### config.mk
export PLATFORM = sky130hd
export DESIGN_NAME = universal_counter
export DESIGN_NICKNAME = d
export VERILOG_FILES = /design/src/rtl/universal_counter.sv
export SDC_FILE = /design/constraint.sdc
export NUM_CORES = 1
export LEC_CHECK = 0
export CAP_MARGIN = 5
export CORE_AREA = 2 2 53 55
export CTS_CLUSTER_SIZE = 25
export DETAILED_ROUTE_END_ITERATION = 12
export DIE_AREA = 0 0 55 57
export PLACE_DENSITY = 0.68
export SLEW_MARGIN = 20
export SYNTH_ARGS = -nofsm -noshare
export SYNTH_HDL_FRONTEND = slang
export SYNTH_SLANG_ARGS = --single-unit
### constraint.sdc
create_clock -name clk -period 5.7 [get_ports clk]
set_input_delay 0.855 -clock clk [delete_from_list [all_inputs] [get_ports clk]]
set_output_delay 0.855 -clock clk [all_outputs]
set_load 0.05 [all_outputs]
### src/rtl/universal_counter.sv
// universal_counter: mod-MODULUS LOAD/INC/DEC/HOLD counter with active-low carry chain, wrap pulse and sticky ovf.
// Optional compare/match register is enabled by defining UNIVERSAL_COUNTER_MATCH_EN.
module universal_counter #(
    parameter int WIDTH = 8,
    parameter longint unsigned MODULUS = 64'd1 << WIDTH,
    parameter logic [WIDTH-1:0] RESET_VAL = '0
) (
    input  logic             clk,
    input  logic             nReset,
    input  logic [1:0]       sel,
    input  logic [WIDTH-1:0] d,
    input  logic             nCryIn,
    input  logic             clr,
    input  logic             ovfClr,
    input  logic [WIDTH-1:0] cmpVal,
    input  logic             cmpLoad,
    output logic [WIDTH-1:0] q,
    output logic             nCryOut,
    output logic             wrap,
    output logic             ovf,
    output logic             match
);
    localparam logic [1:0] LOAD = 2'b00;
    localparam logic [1:0] INC = 2'b01;
    localparam logic [1:0] DEC = 2'b10;
    localparam logic [WIDTH:0] MOD_EXT = (WIDTH+1)'(MODULUS);
    localparam logic [WIDTH:0] LAST = (WIDTH+1)'(MODULUS - 64'd1);
    logic             carryIn;
    logic             tc;
    logic             wrapEvt;
    logic [WIDTH:0]   incSum;
    logic [WIDTH:0]   decSum;
    logic [WIDTH-1:0] qNext;
    // One extra bit lets q+1 reach 2**WIDTH and exposes the borrow of 0-1.
    always_comb begin
        incSum = {1'b0, q} + 1'b1;
        decSum = {1'b0, q} - 1'b1;
        carryIn = !nCryIn;
        tc = (sel == INC) ? (incSum >= MOD_EXT) : (sel == DEC) ? decSum[WIDTH] : 1'b0;
        wrapEvt = carryIn && tc && !clr;
        qNext = clr ? '0 :
                (sel == LOAD) ? d :
                !carryIn ? q :
                (sel == INC) ? (tc ? '0 : incSum[WIDTH-1:0]) :
                (sel == DEC) ? (tc ? LAST[WIDTH-1:0] : decSum[WIDTH-1:0]) : q;
    end
    assign nCryOut = !(carryIn && tc);
    always_ff @(posedge clk or negedge nReset) begin
        if (!nReset) begin
            q <= RESET_VAL;
            wrap <= 1'b0;
            ovf <= 1'b0;
        end else begin
            q <= qNext;
            wrap <= wrapEvt;
            ovf <= wrapEvt || (ovf && !ovfClr);
        end
    end
`ifdef UNIVERSAL_COUNTER_MATCH_EN
    logic [WIDTH-1:0] cmpReg;
    always_ff @(posedge clk or negedge nReset) begin
        if (!nReset) cmpReg <= '1;
        else if (cmpLoad) cmpReg <= cmpVal;
    end
    assign match = (q == cmpReg);
`else
    logic unusedCmp;
    assign unusedCmp = ^{cmpVal, cmpLoad};
    assign match = 1'b0;
`endif
endmodule

==> results.txt, run 1 <==
- The run finished with clean final reports.
- Overall power consumption after layout is estimated at 240 µW.
* Setup repair after global routing missed its margin: false
* Initial core utilization: 34.6%
- Time the worst path needs with I/O delays and setup: 4040 ps
- Wires add up to 2470 µm.
- The setup check on the worst reg-to-reg path leaves a slack of 3660 ps.
- The number of global-route vias before repair came to 880.
- The die covers 3140 µm².
- CTS tree: yes
* Critical Path Most Common Cell: sky130_fd_sc_hd__clkdlybuf4s50_1
- Summing over every cut layer, the via total after detailed routing is 932.
- Sequential fraction of the synthesis area: 27.6%
* Number of register bits inferred by synthesis: 10
- Longest Clk Path Bufs: 2
* Crit share post-route: 71.0%
- After detailed routing, the number of remaining DRC violations is 0.
* Insertion delay of the later-clocked pin in the worst-skew pair: 270 ps
- Routed Antenna Nets: 0
* Leakage power total: 0.000457 µW
- WP data required: 4850 ps
* Slew Limit Headroom: 55.0%
* Synthesized net count: 140
- WL/cell: 15.6 µm
- Number of buffers inserted by post-CTS setup repair: 0
* Synth Cell Area: 906 µm²
* Setup Crit Path Kind: in2out
- The number of different library cells used by synthesis comes to 44.
- The worst hold path begins at ovf$_DFF_PN0_.
- The cell count after synthesis came out at 111.
* Worst reg-to-reg path cell count: 5
- Clock buffer count from CTS: 3
- For hold timing, the worst endpoint is ovf$_DFF_PN0_.
- Average via count per standard cell: 5.86
* H-tree depth reported by CTS: 1
- Worst-margin pin slew: 669 ps
- The first detailed-routing pass took 5 iterations.
* Clk root buf: sky130_fd_sc_hd__clkbuf_4
* Category of the worst setup path capture point: output port
* Post-synth top flop: sky130_fd_sc_hd__dfrtp_1
- After clock tree synthesis, the clock-pin slew on the worst setup and hold paths is 70 ps.
- Number of antenna repair diodes: 0
* Core region area: 2620 µm²
- IO Count: 36
- Port buffering added 25 buffers.
- Of the post-synthesis cell area, the dominant cell type holds 27.6%.
- After routing, the total negative slack on setup checks comes to 0 ps.
- Max-slew violation total from the final report: 0
* Overall Global Routing Usage: 17.4%
- The signal on the critical path passes through clkdlybuf4s50_1 > inv_1 > ha_1 > nand4_1 > nor2_1 > o21bai_1 > clkdlybuf4s50_1.
- Dpl hpwl: 1770 µm
- Filler instances: 288
- Based on the critical path, the design can be clocked at up to 247 MHz.
* Chip height: 57 µm
- Row generation in the floorplan step produced 19 rows.
- Util after Layout: 44.3%
* Maximum number of pins on one net before global-route repair: 14
- The path class of the tightest hold or removal check is reg2reg.
- A synthesized cell averages 8.16 µm².
* Longest individual stage delay on the worst path: 720 ps
- For this design the ratio of total power to cell area is 207 nW/µm².
- Post-synth ARST share: 100%
* Share of post-route cells with drive strength above 1: 7.81%
- Critical Path Source Type: input port
- Summed over all instances, the cell type with the most area after synthesis is sky130_fd_sc_hd__dfrtp_1.
- Nets: 159
- Along the worst path, the maximum fanout reaches 13.
* Quantity of gates resized following cts: 0
* Met2 capacity usage during global routing: 26.5%
- Dominant cells by area after synthesis: sky130_fd_sc_hd__dfrtp_1 28%, sky130_fd_sc_hd__ha_1 6.9%, sky130_fd_sc_hd__a21oi_1 5.0%
* First-pass GRT wire length: 4010 µm
- Number of failing setup endpoints in the final timing report: 0
- GRT overflow: 0
- For this run, global-route usage on met1 was measured as 24.2%.
* Weighted congestion at the end of routability-driven global placement: 0.893
- Library cell contributing the largest single delay on the critical path: sky130_fd_sc_hd__clkdlybuf4s50_1
- Multi-input combinational cell area: 567 µm²
- Number of antenna violations at the first check in global routing: 0
- Clock tree sinks: 10
- First DRT Iteration DRCs: 21
- Hold repair after CTS inserted 0 buffers.
- Number of synthesis warnings: 0
* End of the worst register-to-register path: q[7]$_DFFE_PN0P_
- Compared with the post-synthesis result, the final layout area differs by 27.9%.
- Area used by sequential logic in the layout: 250 µm²
- Number of maximum-capacitance violations: 0
- Between clock sinks in the finished design, the worst skew comes to 2.45 ps.
* Die Wd: 55 µm
* Final hold viol count: 0
* Most congested layer reported by global routing: met2
* Data arrival time at the worst-slack endpoint: 3190 ps
- Counting instances, the worst hold path has a depth of 2.
* Count of flip-flops with a built-in enable after synthesis: 0
* Met3 Resource Use GR: 2.62%
- Source of the worst register-to-register timing path: q[0]$_DFFE_PN0P_
* Maximum resistive drop on vdd: 0.113 mV
-- routing by layer --
layer	routed length, µm	share of wire (%)
met1	1160	47
met2	1170	47
met3	98	4.0
met4	46	1.9
met5	0	0
-- cell usage in the layout, fill, tap and decap left out, types with 2 or more instances in the layout --
cell / count
sky130_fd_sc_hd__or3_2: 2
sky130_fd_sc_hd__ha_1: 5
sky130_fd_sc_hd__o31a_1: 2
sky130_fd_sc_hd__nand3_1: 3
sky130_fd_sc_hd__a21oi_1: 9
sky130_fd_sc_hd__nand2_1: 4
sky130_fd_sc_hd__a311oi_1: 2
sky130_fd_sc_hd__nor2_1: 10
sky130_fd_sc_hd__clkdlybuf4s50_1: 25
sky130_fd_sc_hd__dfrtp_1: 10
sky130_fd_sc_hd__inv_1: 8
sky130_fd_sc_hd__nand2b_1: 2
sky130_fd_sc_hd__o21ai_0: 6
sky130_fd_sc_hd__nand4_1: 4
sky130_fd_sc_hd__xnor2_1: 3
sky130_fd_sc_hd__and4_1: 3
sky130_fd_sc_hd__a31oi_1: 2
sky130_fd_sc_hd__nor3_1: 2
sky130_fd_sc_hd__clkbuf_4: 3
-- critical path: cells and delay by family --
| family | cells | cell delay, ps |
|---|---|---|
| buffers and inverters | 3 | 1220 |
| adder cells (fa/ha/maj) | 1 | 400 |
| AND/OR/NAND/NOR | 2 | 550 |
| AO/OA/AOI/OAI | 1 | 160 |
-- kinds of logic after synthesis --
family	after synthesis	synth area share, %
AND/OR/NAND/NOR	38	24.4
other	1	0.414
multiplexers	1	1.11
flip-flops	10	27.6
AO/OA/AOI/OAI	34	26.8
adder cells (fa/ha/maj)	5	6.91
XOR/XNOR	3	2.90
buffers and inverters	19	9.81
-- through the flow --
stage | instance area [µm²] | setup slack [ps] | instances | hold WS, ps
finish | 1160 | 1660 | 159 | 542
global route | 1160 | 1440 | 159 | 604
CTS | 1160 | 1670 | 159 | 546
detailed placement | 1140 | 1680 | 156 | 536
global placement | 1140 | 1710 | 156 | 527
floorplan | 906 | 2440 | 111 | 559
-- cell usage after synthesis (all sizes together), types with 2 or more instances --
cell,instances
inv,8
a31oi,2
a311oi,2
o31a,2
a21oi,9
nand3,3
o21ai,6
clkbuf,6
nand2b,2
nand2,4
nor3,2
xnor2,3
a211oi,2
or4,2
nand4,4
buf,5
or3,2
ha,5
and4,3
dfrtp,10
nor2,10
-- report_power, final --
part,internal [µW],switching [µW],total (µW)
clock,24.5,27.9,52.4
combinational,41.1,56.4,97.5
sequential,76.2,14.0,90.2
-- final cells by class --
| type | count | share of cell area (%) |
|---|---|---|
| inverters | 8 | 2.59 |
| multi-input cells | 82 | 48.9 |
| repair buffers | 25 | 21.6 |
| well taps | 31 | 3.35 |
| flip-flops and latches | 10 | 21.6 |
| clock buffers | 3 | 1.94 |
-- registers in the layout, indices dropped and copies added, names as in the netlist --
name and cells:
wrap 1, ovf 1, q 8
-- worst max path at each step --
stage               cells past startpoint       to  slack, ps              from
floorplan                               6  nCryOut       2440  q[0]$_DFFE_PN0P_
global placement                        7  nCryOut       1710            sel[1]
detailed placement                      7  nCryOut       1680            sel[1]
CTS                                     7  nCryOut       1670            sel[1]
global route                            7  nCryOut       1440            sel[1]
finish                                  7  nCryOut       1660            sel[1]
Power figures use the tool's default switching activity.
==> run 2: changes to the inputs <==
clock period = 4.15 ns   (was 5.7 ns; I/O delays follow)
==> results of run 2 <==
The final DEF is identical to that of run 1. Status: finished clean.
Main changes from that run: setup slack after placement 1680 ps -> 598 ps; setup slack after layout 1660 ps -> 570 ps; register-to-register setup slack 3660 ps -> 2110 ps; total power 240 µW -> 330 µW; worst IR drop on VDD 0.113 mV -> 0.155 mV
